[src/rtl/duty_clkdiv.sv]
// Programmable duty-cycle clock divider with double-buffered high/low config.
// Optional DUTY_CLKDIV_PERIOD_COUNT_EN adds a 16-bit period_count output.
module duty_clkdiv #(
  parameter int CNT_W = 8
) (
  input  logic             clock,
  input  logic             reset_n,
  input  logic             enable,
  input  logic             load,
  input  logic [CNT_W-1:0] high_cnt,
  input  logic [CNT_W-1:0] low_cnt,
  output logic             clk_out,
  output logic             rise_tick,
  output logic             fall_tick,
  output logic             busy,
`ifdef DUTY_CLKDIV_PERIOD_COUNT_EN
  output logic [15:0]      period_count,
`endif
  output logic             cfg_err
);

  typedef enum logic [1:0] {IDLE, HIGH, LOW} state_t;

  localparam logic [CNT_W-1:0] ONE = {{(CNT_W-1){1'b0}}, 1'b1};

  state_t           r_state;
  logic [CNT_W-1:0] r_cnt;
  logic [CNT_W-1:0] r_act_high, r_act_low;
  logic [CNT_W-1:0] r_pend_high, r_pend_low;
  logic             r_pend_valid;
  logic             r_clk_out, r_rise, r_fall, r_busy, r_cfg_err;

  logic w_load_ok, w_load_bad, w_start, w_apply;

  assign w_load_ok  = load && (high_cnt != '0) && (low_cnt != '0);
  assign w_load_bad = load && !w_load_ok;
  // A new period starts from IDLE or at the end of a LOW phase, only if enabled.
  assign w_start    = enable && ((r_state == IDLE) ||
                                 ((r_state == LOW) && (r_cnt == r_act_low)));
  assign w_apply    = w_start && r_pend_valid;

  always_ff @(posedge clock) begin
    if (!reset_n) begin
      r_state      <= IDLE;
      r_cnt        <= ONE;
      r_act_high   <= ONE;
      r_act_low    <= ONE;
      r_pend_high  <= ONE;
      r_pend_low   <= ONE;
      r_pend_valid <= 1'b0;
      r_clk_out    <= 1'b0;
      r_rise       <= 1'b0;
      r_fall       <= 1'b0;
      r_busy       <= 1'b0;
      r_cfg_err    <= 1'b0;
    end else begin
      r_rise    <= 1'b0;
      r_fall    <= 1'b0;
      r_cfg_err <= w_load_bad;
      if (w_apply) begin
        r_act_high   <= r_pend_high;
        r_act_low    <= r_pend_low;
        r_pend_valid <= 1'b0;
      end
      // A load on an apply cycle re-arms pending after the old values move over.
      if (w_load_ok) begin
        r_pend_high  <= high_cnt;
        r_pend_low   <= low_cnt;
        r_pend_valid <= 1'b1;
      end
      case (r_state)
        IDLE: begin
          r_clk_out <= 1'b0;
          if (enable) begin
            r_state   <= HIGH;
            r_cnt     <= ONE;
            r_clk_out <= 1'b1;
            r_rise    <= 1'b1;
            r_busy    <= 1'b1;
          end
        end
        HIGH: begin
          if (r_cnt == r_act_high) begin
            r_state   <= LOW;
            r_cnt     <= ONE;
            r_clk_out <= 1'b0;
            r_fall    <= 1'b1;
          end else begin
            r_cnt <= r_cnt + ONE;
          end
        end
        LOW: begin
          if (r_cnt == r_act_low) begin
            r_cnt <= ONE;
            if (enable) begin
              r_state   <= HIGH;
              r_clk_out <= 1'b1;
              r_rise    <= 1'b1;
            end else begin
              r_state <= IDLE;
              r_busy  <= 1'b0;
            end
          end else begin
            r_cnt <= r_cnt + ONE;
          end
        end
        default: begin
          r_state   <= IDLE;
          r_clk_out <= 1'b0;
          r_busy    <= 1'b0;
        end
      endcase
    end
  end

`ifdef DUTY_CLKDIV_PERIOD_COUNT_EN
  logic [15:0] r_period_count;
  logic        w_rise_next;

  assign w_rise_next = w_start;

  // Counts alongside rise_tick so the value changes in the same cycle as the tick.
  always_ff @(posedge clock) begin
    if (!reset_n) r_period_count <= 16'd0;
    else if (w_rise_next) r_period_count <= r_period_count + 16'd1;
  end

  assign period_count = r_period_count;
`endif

  assign clk_out   = r_clk_out;
  assign rise_tick = r_rise;
  assign fall_tick = r_fall;
  assign busy      = r_busy;
  assign cfg_err   = r_cfg_err;

endmodule

[config.mk]
export PLATFORM = sky130hd
export DESIGN_NAME = duty_clkdiv
export DESIGN_NICKNAME = d
export VERILOG_FILES = /design/src/rtl/duty_clkdiv.sv
export SDC_FILE = /design/constraint.sdc
export NUM_CORES = 1
export LEC_CHECK = 0
export BUFFER_PORTS_ARGS = -buffer_cell sky130_fd_sc_hd__buf_2
export CAP_MARGIN = 20
export CORE_MARGIN = 1
export CORE_UTILIZATION = 43
export CTS_CLUSTER_DIAMETER = 80
export DETAILED_ROUTE_END_ITERATION = 8
export PLACE_DENSITY = 0.72
export SYNTH_ARGS = -nofsm -noshare
export SYNTH_HDL_FRONTEND = slang
export SYNTH_SLANG_ARGS = --single-unit
[constraint.sdc]
create_clock -name clock -period 4.1 [get_ports clock]
set_input_delay 0.615 -clock clock [delete_from_list [all_inputs] [get_ports clock]]
set_output_delay 0.615 -clock clock [all_outputs]
set_load 0.01 [all_outputs]
# Word level (Yosys, flattened, before mapping)
# Cells that the tools add are included.
op_classes:
  addsub: 1
  eq_ne: 9
  muxes: 22
  bitwise: 1
  n_reduce_logical: 18
op_table:
  columns: ["operator", "count"]
  rows:
  - ["8-bit 2-to-1 mux", 3]
  - ["8-bit case mux with 3 select lines", 1]
  - ["8-bit equality test", 2]
  - ["8-bit nonzero test", 2]
  - ["1-bit 2-to-1 mux", 11]
  - ["8-bit by 1-bit adder with 8-bit output (second input constant)", 1]
  - ["2-bit != test (second input constant)", 4]
  - ["1-bit logical AND", 6]
  - ["2-bit 2-to-1 mux", 3]
  - ["1-bit case mux with 3 select lines", 2]
  - ["2-bit case mux with 3 select lines", 1]
  - ["3-bit AND reduction", 2]
  - ["2-bit AND reduction", 2]
  - ["4-bit AND reduction", 1]
  - ["3-bit nonzero test", 1]
  - ["2-bit by 1-bit equality test with 1-bit output (second input constant)", 1]
  - ["2-bit equality test (second input constant)", 1]
  - ["2-bit logical NOT", 1]
  - ["2-bit by 1-bit != test with 1-bit output (second input constant)", 1]
  - ["1-bit case mux with 2 select lines", 1]
  - ["2-bit nonzero test", 1]
  - ["1-bit logical NOT", 1]
  - ["1-bit logical OR", 1]
  - ["1-bit inverter", 1]
word_totals:
  register_bits: 48
  inputBits: 20
  output_inout_bits: 5
  word_cells: 63

# Longest topological paths before layout
logic_depth:
  depth_word: 7
  ltp_mapped: 8
  depth_no_buf: 7

# Least setup slack after synthesis
# Ideal clock, no wire load.
synth_timing:
  path_type: "input -> register"
  from: "input port high_cnt[0]"
  to: "register r_pend_high[2]"
  setup_ns: 0.070
  arrival_time_ns: 1.757
  t_required_ns: 4.030
  setup_slack_ns: 2.273
  stages: 6
  path_buffers: 1
  path_cell_list: "nor4_1 nand2_1 nand2_1 clkbuf_1 nand2_1 a21oi_1"
synth_between:
  elab_chain_len: 3
synth_rtl:
  columns: ["item", "line", "rtl"]
  rows:
  - ["start: declaration", "10", "input logic [CNT_W-1:0] high_cnt,"]
  - ["8-bit nonzero test", "35", "assign w_load_ok = load && (high_cnt != '0) && (low_cnt != '0);"]
  - ["1-bit logical AND (2 in series)", "35", null]
  - ["end signal: assignment", "67", "r_pend_high <= high_cnt;"]
  - ["end: declaration", "29", "logic [CNT_W-1:0] r_pend_high, r_pend_low;"]
# Every way passes these cells.
# A chain may end at the register's enable or synchronous reset.

# Worst setup path in the final report
layout_timing:
  from: "register r_cnt[1]"
  to: "register r_act_low[4]"
layout_between:
  elab_chain_len: 5
layout_rtl:
  columns: ["item", "line", "rtl"]
  rows:
  - ["start: declaration", "27", "logic [CNT_W-1:0] r_cnt;"]
  - ["start signal: assignment", "89", "r_cnt <= r_cnt + ONE;"]
  - ["start signal: assignment", "104", "r_cnt <= r_cnt + ONE;"]
  - ["8-bit equality test", "39", "((r_state == LOW) && (r_cnt == r_act_low)));"]
  - ["1-bit logical AND", "39", null]
  - ["1-bit logical OR", "38", "assign w_start = enable && ((r_state == IDLE) ||"]
  - ["1-bit logical AND", "38", null]
  - ["1-bit logical AND", "40", "assign w_apply = w_start && r_pend_valid;"]
  - ["end signal: assignment", "62", "r_act_low <= r_pend_low;"]
  - ["end: declaration", "28", "logic [CNT_W-1:0] r_act_high, r_act_low;"]
# Every way passes these cells.

==> reports/results.ini <==
[placed_design]
gp_congestion=0.763
dpl_cell_area_um2=2430
placed_cells=339
port_buffers=24
dp_hpwl_um=3100

[cells_and_area]
mostFrequentLayoutCell=nand2_1
diodes=0
fin_cells=347
fillers=475
final_cell_area_um2=2570
final_cell_mix=58 x nand2_1, 48 x dfxtp_1, 24 x buf_2
layout.nets=303
areaGrowthSynthToFinish_pct=10.4
drive_above_1_share_pct=16.2

[yosys]
synth_nets=287
avgSynthCellArea_um2=8.91
ys_seq_area_share_pct=41.3
yosysUniqueCellTypes=43
ys.flop_type=dfxtp_1
syn_area_um2=2320
syn_inst=261
synthArstFlopShare_pct=0
ys_ff_latch=48
synth_edf_count=0
yosys_warnings=0

[power_and_ir_drop]
peakVddDrop_mv=0.206
switching_share_pct=30.5
seqPwrFrac_pct=43.6
p_int_mw=0.883
p_comb_share_pct=25.3
p_switching_mw=0.387
leakagePower_nw=0.948
clockPowerShare_pct=31.1
powerDensity_nw_per_um2=495

[floorplanning]
die_h_um=75.5
die_w_um=75.5
core-area_um2=5170
num_io_pins=25
dieArea_um2=5700
start_util_pct=44.9
fp-row-count=26

[worst_setup_path]
r2r-start=r_cnt[1]$_SDFFE_PN0P_
path_max_fanout=16
cp-start-kind=flip-flop
end_kind=flip-flop
critical_path.max_stage_delay_ps=760
crit_required_ps=4330
worstSetupPathType=reg -> reg
critPathBufInv=0
slowest_stage=and2_1
crit_family=simple AND/OR/NAND/NOR gates
path_cells=xnor2_2 -> nand4_2 -> o31ai_2 -> and2_1 -> mux2i_1
cp-startpoint=r_cnt[1]$_SDFFE_PN0P_
arrival_ps=2620

[job]
drv_cap=0

[clock_tree]
postCtsSetupBuffers=0
cts_hold_buf=0
cts_tree=built
clockRootBuffer=clkbuf_8
clk_path_buf_depth=2
clk_latency_ps=300
clk_pin_slew_ps=80
cts.repair.resized=0
cts_made_buffers=5
h-tree-depth=2
cts.sinks=48

[sta]
setup_viol=0
whs_ps=458
fin_skew_ps=3.25
rsz0062_at_grt=false
slew_headroom_pct=41.9
worst_slew_pin_slew_ps=871
hold_viol=0
fin_crit_ps=2390
max_freq_mhz=418
drv_slew=0
tns_ps=0
finalCritPeriodShare_pct=58.3

[grt]
grt_usage_pct=18.0
grt_pass1_vias=1584
antenna_found_initial=0
grt_remaining_overflow=0
grt_max_degree=38
grt_pass1_wl_um=7600

[drt]
vias_per_cell=5.35
totalWireLength_um=4490
drt-initial-drc-count=113
wl_per_cell_um=12.9
ant_nets=0
drc_errors=0
vias=1855
dr.pass1.iters=5

[outcome]
status=finished, final reports clean

[min_path]
holdCritStartpoint=r_pend_high[3]$_SDFFE_PN0P_
hp-class=reg -> reg

-- metal layers --
metal  global-route usage [%]  vias to the layer above  wire [um]
li1                         -                      947          -
met3                     4.37                        9        201
met2                     27.2                       56       1930
met5                        0                        -          0
met4                     6.79                        0         65
met1                     25.0                      843       2290
-- layout make-up --
| type | count | area (um2) | area share [%] |
|---|---|---|---|
| multi-input combinational | 190 | 1230 | 48.1 |
| sequential | 48 | 961 | 37.4 |
| timing repair buffer | 25 | 128 | 4.97 |
| tap | 70 | 87.6 | 3.41 |
| clock buffer | 5 | 68.8 | 2.68 |
| clock inverter | 2 | 60.1 | 2.34 |
| inverter | 7 | 26.3 | 1.02 |
-- cells by family after synthesis --
kind of cell | after synthesis | share of synthesized area [%]
adders and majority gates | 6 | 3.23
xor gates and xnor gates | 22 | 9.90
buffers and inverters | 23 | 5.54
and+or+nand+nor | 101 | 20.5
AOI/OAI and AO/OA | 47 | 13.5
DFF | 48 | 41.3
muxes | 14 | 6.03
-- flip-flops by register name, summed over array words and instances (netlist names), 2 cells and up --
register,flops
r_act_high,8
r_act_low,8
r_cnt,8
r_pend_high,8
r_pend_low,8
r_state,2
-- power groups by stage --
stage          combinational (mW)  clock, mW  sequential, mW
3_5_place_dp                0.315          0           0.564
2_1_floorplan               0.267          0           0.550
6_report                    0.322      0.395           0.553
3_3_place_gp                0.312          0           0.563
4_1_cts                     0.318      0.400           0.553
5_1_grt                     0.357      0.423           0.560
-- final timing paths --
kind	cells after the start	to	slack (ps)
worst max-delay path	5	r_act_low[4]$_SDFFE_PN0P_	1710
worst min-delay path	2	r_pend_high[3]$_SDFFE_PN0P_	460
worst max register to register	5	r_act_low[4]$_SDFFE_PN0P_	1710
worst min register to register	2	r_pend_high[3]$_SDFFE_PN0P_	460
-- metrics by stage --
stage               setup slack, ps  total power [mW]  util [%]
finish                         1710              1.27      49.6
global placement               1420             0.875      47.0
floorplan                      2270             0.817         -
global route                   1550              1.34      49.6
CTS                            1670              1.27      49.5
detailed placement             1350             0.879      47.0
-- Yosys cell counts, types with 2 or more instances --
master,n,area (um2)
nand2_1,58,218
dfxtp_1,48,961
a21oi_1,22,110
mux2i_1,14,140
xnor2_1,13,114
nand3_1,12,60.1
clkbuf_1,8,30.0
ha_1,6,75.1
inv_1,6,22.5
buf_6,5,56.3
nand4_1,5,31.3
nor4_1,5,31.3
xnor2_2,5,81.3
a211oi_1,4,30.0
nor2_1,4,15.0
o2111ai_1,4,35.0
o21ai_0,4,20.0
xor2_1,4,35.0
nor3_1,3,15.0
and2_1,2,12.5
and3_1,2,12.5
nand4_2,2,25.0
nor2b_1,2,12.5
o211ai_1,2,15.0
o311ai_0,2,17.5
or3_1,2,12.5
-- worst reg2reg max path, stage by stage, from the launching register on --
cell and delay (ps):
dfxtp_1 550, xnor2_2 170, nand4_2 200, o31ai_2 390, and2_1 760, mux2i_1 260
Note: power is estimated with default switching activity, not from simulation.
